File: src/rtl/note_buf_pkg.sv
// note_buf_pkg -- shared types and constants for the note buffer writer.
//   nb_state_e    : writer FSM states (IDLE, FILL, WAIT_SWAP)
//   Y_W           : width of a screen row value
//   DEF_ADDR_W    : default slot address width (2**ADDR_W slots per bank)
//   DEF_Y_MAX     : default largest legal screen row
//   DEF_SPACING   : default row distance between consecutive slots
package note_buf_pkg;

   typedef enum logic [1:0] {
      IDLE      = 2'd0,
      FILL      = 2'd1,
      WAIT_SWAP = 2'd2
   } nb_state_e;

   localparam int Y_W         = 8;
   localparam int DEF_ADDR_W  = 4;
   localparam int DEF_Y_MAX   = 119;
   localparam int DEF_SPACING = 8;

endpackage

File: src/rtl/note_buf_writer_y_wrap_add.sv
// y_wrap_add -- modulo (Y_MAX+1) row add or subtract, combinational.
//   a_i   : row operand, assumed already in 0..Y_MAX
//   b_i   : offset, assumed in 0..Y_MAX
//   sub_i : 1 = a_i - b_i, 0 = a_i + b_i (both wrapped)
//   y_o   : wrapped result in 0..Y_MAX
// All intermediate arithmetic is 9 bits so a+b or a+MOD-b never overflows.
module y_wrap_add
   import note_buf_pkg::*;
#(
   parameter int Y_MAX = DEF_Y_MAX
) (
   input  logic [Y_W-1:0] a_i,
   input  logic [Y_W-1:0] b_i,
   input  logic           sub_i,
   output logic [Y_W-1:0] y_o
);

   localparam logic [Y_W:0] MOD_C = (Y_W+1)'(Y_MAX + 1);

   logic [Y_W:0] a_ext_s;
   logic [Y_W:0] b_ext_s;
   logic [Y_W:0] res_s;

   assign a_ext_s = {1'b0, a_i};
   assign b_ext_s = {1'b0, b_i};

   // wrapped add or subtract with a single correction step
   always_comb begin
      res_s = a_ext_s;
      if (sub_i) begin
         if (a_ext_s >= b_ext_s) begin
            res_s = a_ext_s - b_ext_s;
         end else begin
            res_s = a_ext_s + MOD_C - b_ext_s;
         end
      end else begin
         if ((a_ext_s + b_ext_s) >= MOD_C) begin
            res_s = a_ext_s + b_ext_s - MOD_C;
         end else begin
            res_s = a_ext_s + b_ext_s;
         end
      end
   end

   assign y_o = res_s[Y_W-1:0];

endmodule

File: src/rtl/note_buf_writer.sv
// note_buf_writer -- fills the inactive bank of a double-buffered note RAM
// with scrolled row positions once per frame, then swaps banks on the next
// frame tick.
//   clk, resetn   : clock, asynchronous active-low reset
//   map           : scroll enable (0 freezes the base row)
//   frame_tick    : one-cycle frame start pulse
//   step          : rows scrolled per frame
//   wr_en/wr_bank/wr_addr/wr_y : RAM write port (never targets rd_bank)
//   rd_bank       : bank currently shown by the display reader
//   swap_pulse    : one-cycle strobe when rd_bank toggles
//   busy          : fill in progress
//   overrun       : one-cycle strobe when frame_tick lands during a fill
//   overrun_cnt   : saturating overrun count, present only when the macro
//                   NOTE_BUF_OVERRUN_CNT_EN is defined
module note_buf_writer
   import note_buf_pkg::*;
#(
   parameter int ADDR_W  = DEF_ADDR_W,
   parameter int Y_MAX   = DEF_Y_MAX,
   parameter int SPACING = DEF_SPACING
) (
   input  logic              clk,
   input  logic              resetn,
   input  logic              map,
   input  logic              frame_tick,
   input  logic [2:0]        step,
   output logic              wr_en,
   output logic              wr_bank,
   output logic [ADDR_W-1:0] wr_addr,
   output logic [Y_W-1:0]    wr_y,
   output logic              rd_bank,
   output logic              swap_pulse,
   output logic              busy,
`ifdef NOTE_BUF_OVERRUN_CNT_EN
   output logic [7:0]        overrun_cnt,
`endif
   output logic              overrun
);

   localparam logic [ADDR_W-1:0] LAST_C    = {ADDR_W{1'b1}};
   localparam logic [Y_W-1:0]    SPACING_C = Y_W'(SPACING);
   localparam logic [Y_W-1:0]    Y_MAX_C   = Y_W'(Y_MAX);

   nb_state_e         state_q, state_d;
   logic [Y_W-1:0]    base_q, base_d;
   logic [Y_W-1:0]    row_q, row_d;
   logic              rd_bank_q, rd_bank_d;
   logic              wr_bank_q, wr_bank_d;
   logic              wr_en_q, wr_en_d;
   logic [ADDR_W-1:0] wr_addr_q, wr_addr_d;
   logic [Y_W-1:0]    wr_y_q, wr_y_d;
   logic              swap_q, swap_d;
   logic              overrun_q, overrun_d;

   logic [Y_W-1:0]    base_sub_s;
   logic [Y_W-1:0]    base_new_s;
   logic [Y_W-1:0]    row_next_s;

   y_wrap_add #(.Y_MAX(Y_MAX)) u_base_sub (
      .a_i   (base_q),
      .b_i   ({5'd0, step}),
      .sub_i (1'b1),
      .y_o   (base_sub_s)
   );

   y_wrap_add #(.Y_MAX(Y_MAX)) u_row_add (
      .a_i   (row_q),
      .b_i   (SPACING_C),
      .sub_i (1'b0),
      .y_o   (row_next_s)
   );

   // base moves only when scrolling is enabled
   assign base_new_s = map ? base_sub_s : base_q;

   // next-state and next-output logic
   always_comb begin
      state_d   = state_q;
      base_d    = base_q;
      row_d     = row_q;
      rd_bank_d = rd_bank_q;
      wr_bank_d = wr_bank_q;
      wr_en_d   = 1'b0;
      wr_addr_d = wr_addr_q;
      wr_y_d    = wr_y_q;
      swap_d    = 1'b0;
      overrun_d = 1'b0;
      case (state_q)
         IDLE: begin
            if (frame_tick) begin
               state_d   = FILL;
               base_d    = base_new_s;
               row_d     = base_new_s;
               wr_en_d   = 1'b1;
               wr_addr_d = '0;
               wr_y_d    = base_new_s;
            end else begin
               state_d = IDLE;
            end
         end
         FILL: begin
            // a tick here is only reported; the fill carries on untouched
            overrun_d = frame_tick;
            if (wr_addr_q == LAST_C) begin
               state_d = WAIT_SWAP;
               wr_en_d = 1'b0;
            end else begin
               wr_en_d   = 1'b1;
               wr_addr_d = wr_addr_q + ADDR_W'(1);
               wr_y_d    = row_next_s;
               row_d     = row_next_s;
            end
         end
         WAIT_SWAP: begin
            if (frame_tick) begin
               // the freshly filled bank becomes visible, the old one is refilled
               state_d   = FILL;
               rd_bank_d = ~rd_bank_q;
               wr_bank_d = rd_bank_q;
               swap_d    = 1'b1;
               base_d    = base_new_s;
               row_d     = base_new_s;
               wr_en_d   = 1'b1;
               wr_addr_d = '0;
               wr_y_d    = base_new_s;
            end else begin
               state_d = WAIT_SWAP;
            end
         end
         default: begin
            state_d = IDLE;
         end
      endcase
   end

   // state and output registers
   always_ff @(posedge clk or negedge resetn) begin
      if (!resetn) begin
         state_q   <= IDLE;
         base_q    <= Y_MAX_C;
         row_q     <= '0;
         rd_bank_q <= 1'b0;
         wr_bank_q <= 1'b1;
         wr_en_q   <= 1'b0;
         wr_addr_q <= '0;
         wr_y_q    <= '0;
         swap_q    <= 1'b0;
         overrun_q <= 1'b0;
      end else begin
         state_q   <= state_d;
         base_q    <= base_d;
         row_q     <= row_d;
         rd_bank_q <= rd_bank_d;
         wr_bank_q <= wr_bank_d;
         wr_en_q   <= wr_en_d;
         wr_addr_q <= wr_addr_d;
         wr_y_q    <= wr_y_d;
         swap_q    <= swap_d;
         overrun_q <= overrun_d;
      end
   end

`ifdef NOTE_BUF_OVERRUN_CNT_EN
   logic [7:0] ovr_cnt_q;

   // saturating count of overrun pulses
   always_ff @(posedge clk or negedge resetn) begin
      if (!resetn) begin
         ovr_cnt_q <= 8'd0;
      end else if (overrun_d && (ovr_cnt_q != 8'd255)) begin
         ovr_cnt_q <= ovr_cnt_q + 8'd1;
      end else begin
         ovr_cnt_q <= ovr_cnt_q;
      end
   end

   assign overrun_cnt = ovr_cnt_q;
`endif

   assign wr_en      = wr_en_q;
   assign wr_bank    = wr_bank_q;
   assign wr_addr    = wr_addr_q;
   assign wr_y       = wr_y_q;
   assign rd_bank    = rd_bank_q;
   assign swap_pulse = swap_q;
   assign overrun    = overrun_q;
   assign busy       = (state_q == FILL);

endmodule

File: config.mk
export PLATFORM = sky130hd
export DESIGN_NAME = note_buf_writer
export DESIGN_NICKNAME = d
export VERILOG_FILES = /design/src/rtl/note_buf_pkg.sv /design/src/rtl/note_buf_writer_y_wrap_add.sv /design/src/rtl/note_buf_writer.sv
export SDC_FILE = /design/constraint.sdc
export NUM_CORES = 1
export LEC_CHECK = 0
export BUFFER_PORTS_ARGS = -buffer_cell sky130_fd_sc_hd__clkbuf_2
export CAP_MARGIN = 5
export CELL_PAD_IN_SITES_DETAIL_PLACEMENT = 0
export CELL_PAD_IN_SITES_GLOBAL_PLACEMENT = 2
export CORE_UTILIZATION = 35
export DETAILED_ROUTE_END_ITERATION = 7
export PLACE_DENSITY = 0.89
export SKIP_LAST_GASP = 1
export SLEW_MARGIN = 20
export SYNTH_ARGS = -nofsm -noshare
export SYNTH_HDL_FRONTEND = slang
export SYNTH_SLANG_ARGS = --single-unit
File: constraint.sdc
create_clock -name clk -period 3.5 [get_ports clk]
set_clock_uncertainty 0.05 [all_clocks]
set_input_delay 0.175 -clock clk [delete_from_list [all_inputs] [get_ports clk]]
set_output_delay 0.175 -clock clk [all_outputs]
set_load 0.01 [all_outputs]
**Word-level counts from Yosys, hierarchy flattened**

Index checks and enable logic that the tools add are counted.
Widths: inputs -> output; s select.

- Add/subtract/negate cells: 6
- Magnitude comparators: 2
- Equality and inequality tests: 6
- Multiplexer cells: 18
- Bitwise logic cells: 1
- Reduce and logical (&&, ||, !) cells: 6

Operator list:

| kind | count |
|---|---|
| $mux 8 | 5 |
| $pmux 8 s2 | 1 |
| $sub 8x3->8 | 2 |
| $add 8x4->9 const B | 1 |
| $ge 9x7->1 const B | 1 |
| $add 8x7->8 const B | 1 |
| $ge 8x3->1 | 1 |
| $mux 4 | 2 |
| $pmux 4 s2 | 1 |
| $sub 8x7->8 const B | 1 |
| $pmux 2 s3 | 1 |
| $mux 1 | 5 |
| $add 4x1->4 const B | 1 |
| $eq 4x4->1 const B | 1 |
| $mux 2 | 2 |
| $ne 2x1->1 const B | 2 |
| $reduce_and 2->1 | 2 |
| $reduce_and 3->1 | 1 |
| $eq 2x1->1 const B | 1 |
| $eq 2x2->1 const B | 1 |
| $logic_not 2->1 | 1 |
| $ne 2x2->1 const B | 1 |
| $pmux 1 s2 | 1 |
| $reduce_bool 2->1 | 1 |
| 2 further kinds | 2 |

- Flip-flop bits (word level): 27

**Logic depth before layout (Yosys ltp)**

- Depth in word-level cells: 6
- Gate-level depth with buffers: 12
- Gate-level depth less buffers: 12

**Modules after synthesis**

Synthesis repeated with hierarchy kept, for this count alone.

- Cell total of the unflattened synthesis: 508
- Area total of the unflattened synthesis: 4319.1 um2

By module, submodules not included:

| module | times used | cells each | area an instance (um2) | seq. area each (um2) |
|---|---|---|---|---|
| y_wrap_add (u_base_sub) | 1 | 212 | 1580.3 | 0.0 |
| y_wrap_add (u_row_add) | 1 | 189 | 1443.9 | 0.0 |
| note_buf_writer | 1 | 107 | 1295.0 | 684.4 |

**Worst setup path after synthesis**

OpenSTA, ideal clock, no wires.

- Path kind: register to register
- Start point: register base_q[1]
- End point: register wr_y_q[5] (netlist: wr_y[5])
- Library setup time: 129 ps
- Arrival: 2453 ps
- Data required time: 3321 ps
- Slack: 869 ps
- Stages on the path, launching flop included: 12
- Period minus slack after synthesis: 2631 ps
- Cell sequence: dfstp_2 > ha_1 > inv_1 > fa_1 > inv_1 > ha_1 > a21oi_1 > o211ai_1 > mux2i_1 > xnor2_1 > nor2_1 > a2111o_1

- Word-level cells in the longest chain between the ends: 6
- Elaborated cells on any way between the ends: 8
- Classes of those cells: add/sub: 3; order compare: 1; mux: 4

RTL lines:

| element | RTL line | RTL |
|---|---|---|
| from (decl) | note_buf_writer.sv:45 | `logic [Y_W-1:0] base_q, base_d;` |
| from (signal assigned) | note_buf_writer.sv:151 | `base_q <= base_d;` |
| $add 8x7->8 | note_buf_writer_y_wrap_add.sv:34 | `res_s = a_ext_s + MOD_C - b_ext_s;` |
| $sub 8x3->8 | note_buf_writer_y_wrap_add.sv:34 |  |
| $mux 8 (*) | note_buf_writer_y_wrap_add.sv:31 | `if (a_ext_s >= b_ext_s) begin` |
| $mux 8 (*) | note_buf_writer.sv:74 | `assign base_new_s = map ? base_sub_s : base_q;` |
| $mux 8 (*) | note_buf_writer.sv:90, note_buf_writer.sv:115 |  |
| $pmux 8 s2 (*) | note_buf_writer.sv:88 | `case (state_q)` |
| to (signal assigned) | note_buf_writer.sv:157 | `wr_y_q <= wr_y_d;` |
| to (decl) | note_buf_writer.sv:51 | `logic [Y_W-1:0] wr_y_q, wr_y_d;` |

Every way passes the cells marked *; elsewhere a longest branch is shown, timed or not. The select of a mux whose other input is x is not followed.
A chain may end at the register's enable or synchronous reset.

**Final worst setup path**

Ends and elaborated chain as after synthesis.

==> results.sh <==
export IMPL_drt_iter0_drc=91
export IMPL_start_util_pct=36.3
export IMPL_hold_viol_final=0
export IMPL_ctsRootBufferMaster="clkbuf_8"
export IMPL_maxCapViolCount=0
export IMPL_area_delta_synth_final_pct=13.0
export IMPL_post_cts_buffers=0
export IMPL_netlist_instances=203
export IMPL_synth_seq_cells=27
export IMPL_gp_routability_congestion=0.795
export IMPL_period_share_pct=81.3
export IMPL_dieHeight_um=74.6
export IMPL_crit_arrival_ns=2.95
export IMPL_cts_htree_levels=1
export IMPL_grt_use_total_pct=14.9
export IMPL_cts_made_buffers=3
export IMPL_dieArea_um2=5560
export IMPL_hpwl_um=3020
export IMPL_io_pin_count=25
export IMPL_rsz0062_at_grt="no"
export IMPL_fin_area_um2=2080
export IMPL_end_kind="flip-flop"
export IMPL_avgSynthCellArea_um2=9.09
export IMPL_routed_via_density=5.17
export IMPL_setup_tns_ns=0
export IMPL_grt_overflow=0
export IMPL_finalCriticalPeriod_ns=2.84
export IMPL_cts_resized=0
export IMPL_grt_pass1_wl_um=6380
export IMPL_grt_pass1_vias=1359
export IMPL_nNetsFinal=246
export IMPL_routed_wl_um=3950
export IMPL_cts_tree="built"
export IMPL_path_clk_slew_ns=0.09
export IMPL_fp_dieW_um=74.6
export IMPL_row_count=26
export IMPL_num_vias=1529
export IMPL_fmax_mhz=352
export IMPL_antenna_found_initial=0
export IMPL_setup_viol=0
export IMPL_synth_edf_count=0
export IMPL_crit_type="flip-flop to flip-flop"
export IMPL_hold_path_class="input pin to flip-flop"
export IMPL_ir_worst_vdd_uv=231
export IMPL_drc_errors=0
export IMPL_synth_cell_types=52
export IMPL_clk_latency_ns=0.26
export IMPL_antenna_left=0
export IMPL_p_leak_nw=0.946
export IMPL_finalPower_mw=1.88
export IMPL_yosysWarnings=0
export IMPL_portBuffers=24
export IMPL_dr_pass1_iters=4
export IMPL_holdCritStartpoint="frame_tick"
export IMPL_cts_sinks=27
export IMPL_hold_buffers=1
export IMPL_clock_path_buffers=2
export IMPL_tightestPinTransition_ns=0.656
export IMPL_postPlaceCellArea_um2=2030
export IMPL_insertedDiodeCount=0
export IMPL_worst_setup_path_start_kind="flip-flop"
export IMPL_cp_max_fo=4
export IMPL_coreArea_um2=5070
export IMPL_yosysSeqAreaShare_pct=37.1
export IMPL_ys_async_sr_fraction_pct=100
export IMPL_synth_nets=222
export IMPL_drive_gt1_share_pct=19.5
export IMPL_grt_max_degree=28
export IMPL_worstPathRequired_ns=3.61
export IMPL_slew_headroom_pct=56.3
export IMPL_status="finished clean"
export IMPL_yosys_most_used_dff="dfrtp_1"
export IMPL_wl_per_cell_um=13.4
export IMPL_slew_viol_final=0
export IMPL_power_density_nw_per_um2=901
export IMPL_syn_area_um2=1840
export IMPL_timing_critical_path_from="base_q[1]$_DFFE_PN1P_"
export IMPL_r2r_start="base_q[1]$_DFFE_PN1P_"
-- synthesized netlist by cell type (2+ instances only) --
| master | n | area share, % |
|---|---|---|
| clkbuf_1 | 7 | 1.4 |
| inv_1 | 18 | 3.7 |
| o21a_1 | 2 | 0.81 |
| nor3_1 | 3 | 0.81 |
| o21ai_0 | 11 | 3.0 |
| nor2b_1 | 3 | 1.0 |
| nand2b_1 | 3 | 1.0 |
| a21oi_1 | 9 | 2.4 |
| and2_1 | 3 | 1.0 |
| and3_1 | 2 | 0.68 |
| xnor2_1 | 7 | 3.3 |
| o211ai_1 | 5 | 2.0 |
| mux2i_1 | 4 | 2.2 |
| a31oi_1 | 3 | 1.0 |
| mux2_2 | 3 | 1.8 |
| dfrtp_1 | 20 | 27 |
| nand4_1 | 2 | 0.68 |
| nor2_1 | 10 | 2.0 |
| xor2_1 | 4 | 1.9 |
| dfstp_2 | 7 | 10 |
| or2_2 | 2 | 0.68 |
| nand3_1 | 10 | 2.7 |
| and4b_1 | 2 | 1.1 |
| ha_1 | 10 | 6.8 |
| a211oi_1 | 2 | 0.81 |
| a21boi_0 | 3 | 1.2 |
| fa_1 | 2 | 2.2 |
| a21o_1 | 2 | 0.81 |
| nand2_1 | 21 | 4.3 |
-- layer usage --
metal | vias up | wire (um) | track usage (%)
li1 | 762 | - | -
met3 | 2 | 111 | 2.44
met5 | - | 0 | 0
met2 | 35 | 1870 | 24.8
met1 | 730 | 1960 | 20.8
met4 | 0 | 7 | 1.89
-- logic make-up (layout without fill, tap and decap cells) --
kind of cell / after synthesis / in the layout / synth area share (%)
multiplexers: 7 / 7 / 4.00
flip-flops: 27 / 27 / 37.1
AO/OA/AOI/OAI: 49 / 49 / 17.8
adder cells (fa/ha/maj): 12 / 12 / 8.96
XOR/XNOR: 11 / 11 / 5.22
AND/OR/NAND/NOR: 71 / 71 / 21.2
buffers and inverters: 26 / 49 / 5.70
-- where the power goes --
part           leakage (nW)  switching, mW  internal [mW]
clock                0.0228         0.0927         0.0814
combinational         0.607          0.555          0.476
sequential            0.316          0.199          0.474
total                 0.946          0.847           1.03
-- registers in the layout, summed over array words and instances (netlist names) --
signal / cells
base_q: 8
overrun: 1
rd_bank: 1
state_q: 2
swap_pulse: 1
wr_addr: 4
wr_bank: 1
wr_en: 1
wr_y: 8
-- path summary, 6_finish.rpt --
path | to | slack (ns) | cells past startpoint
worst min-delay path | overrun$_DFF_PN0_ | 0.15 | 2
worst max-delay path | wr_y[5]$_DFFE_PN0P_ | 0.66 | 11
min in group asynchronous | wr_y[0]$_DFFE_PN0P_ | 0.41 | 2
worst min register to register | base_q[0]$_DFFE_PN1P_ | 0.44 | 2
worst max register to register | wr_y[5]$_DFFE_PN0P_ | 0.66 | 11
max in group asynchronous | wr_addr[3]$_DFFE_PN0P_ | 2.56 | 2
-- critical path, cell delays in order (launching register included) --
cell and delay [ns]:
dfstp_2 0.57, ha_1 0.21, inv_1 0.07, fa_1 0.49, inv_1 0.05, ha_1 0.16, a21oi_1 0.25, o211ai_1 0.13
mux2i_1 0.18, xnor2_1 0.14, nor2_1 0.06, a2111o_1 0.37
-- per-stage QoR --
stage	hold slack, ns	utilization (%)	setup WS (ns)	cells
after CTS	0.150	41.1	0.645	296
after floorplan	-0.171	-	0.869	203
after global routing	0.159	41.1	0.447	296
after global placement	0.196	40.0	0.728	291
final	0.155	41.1	0.655	296
after detailed placement	0.194	40.0	0.669	291
-- final cells by class --
class,count,area (um2)
Clock buffer,4,45.0
Fill cell,523,2990
Inverter,18,67.6
Multi-Input combinational cell,150,1050
Sequential cell,27,684
Tap cell,70,87.6
Timing Repair Buffer,27,145
-- cells in the final DEF, fill, tap and decap left out, types with 3 or more instances in the layout --
cell type | synthesis | routed
xnor2_1 | 7 | 7
a21boi_0 | 3 | 3
nor3_1 | 3 | 3
o21ai_0 | 11 | 11
a21oi_1 | 9 | 9
dfrtp_1 | 20 | 20
nor2_1 | 10 | 10
clkbuf_8 | 0 | 3
a31oi_1 | 3 | 3
nand3_1 | 10 | 10
inv_1 | 18 | 18
nand2_1 | 21 | 21
ha_1 | 10 | 10
xor2_1 | 4 | 4
nand2b_1 | 3 | 3
dfstp_2 | 7 | 7
nor2b_1 | 3 | 3
clkbuf_2 | 0 | 24
o211ai_1 | 5 | 5
mux2_2 | 3 | 3
and2_1 | 3 | 3
mux2i_1 | 4 | 4
(Power assumes the default switching activity.)
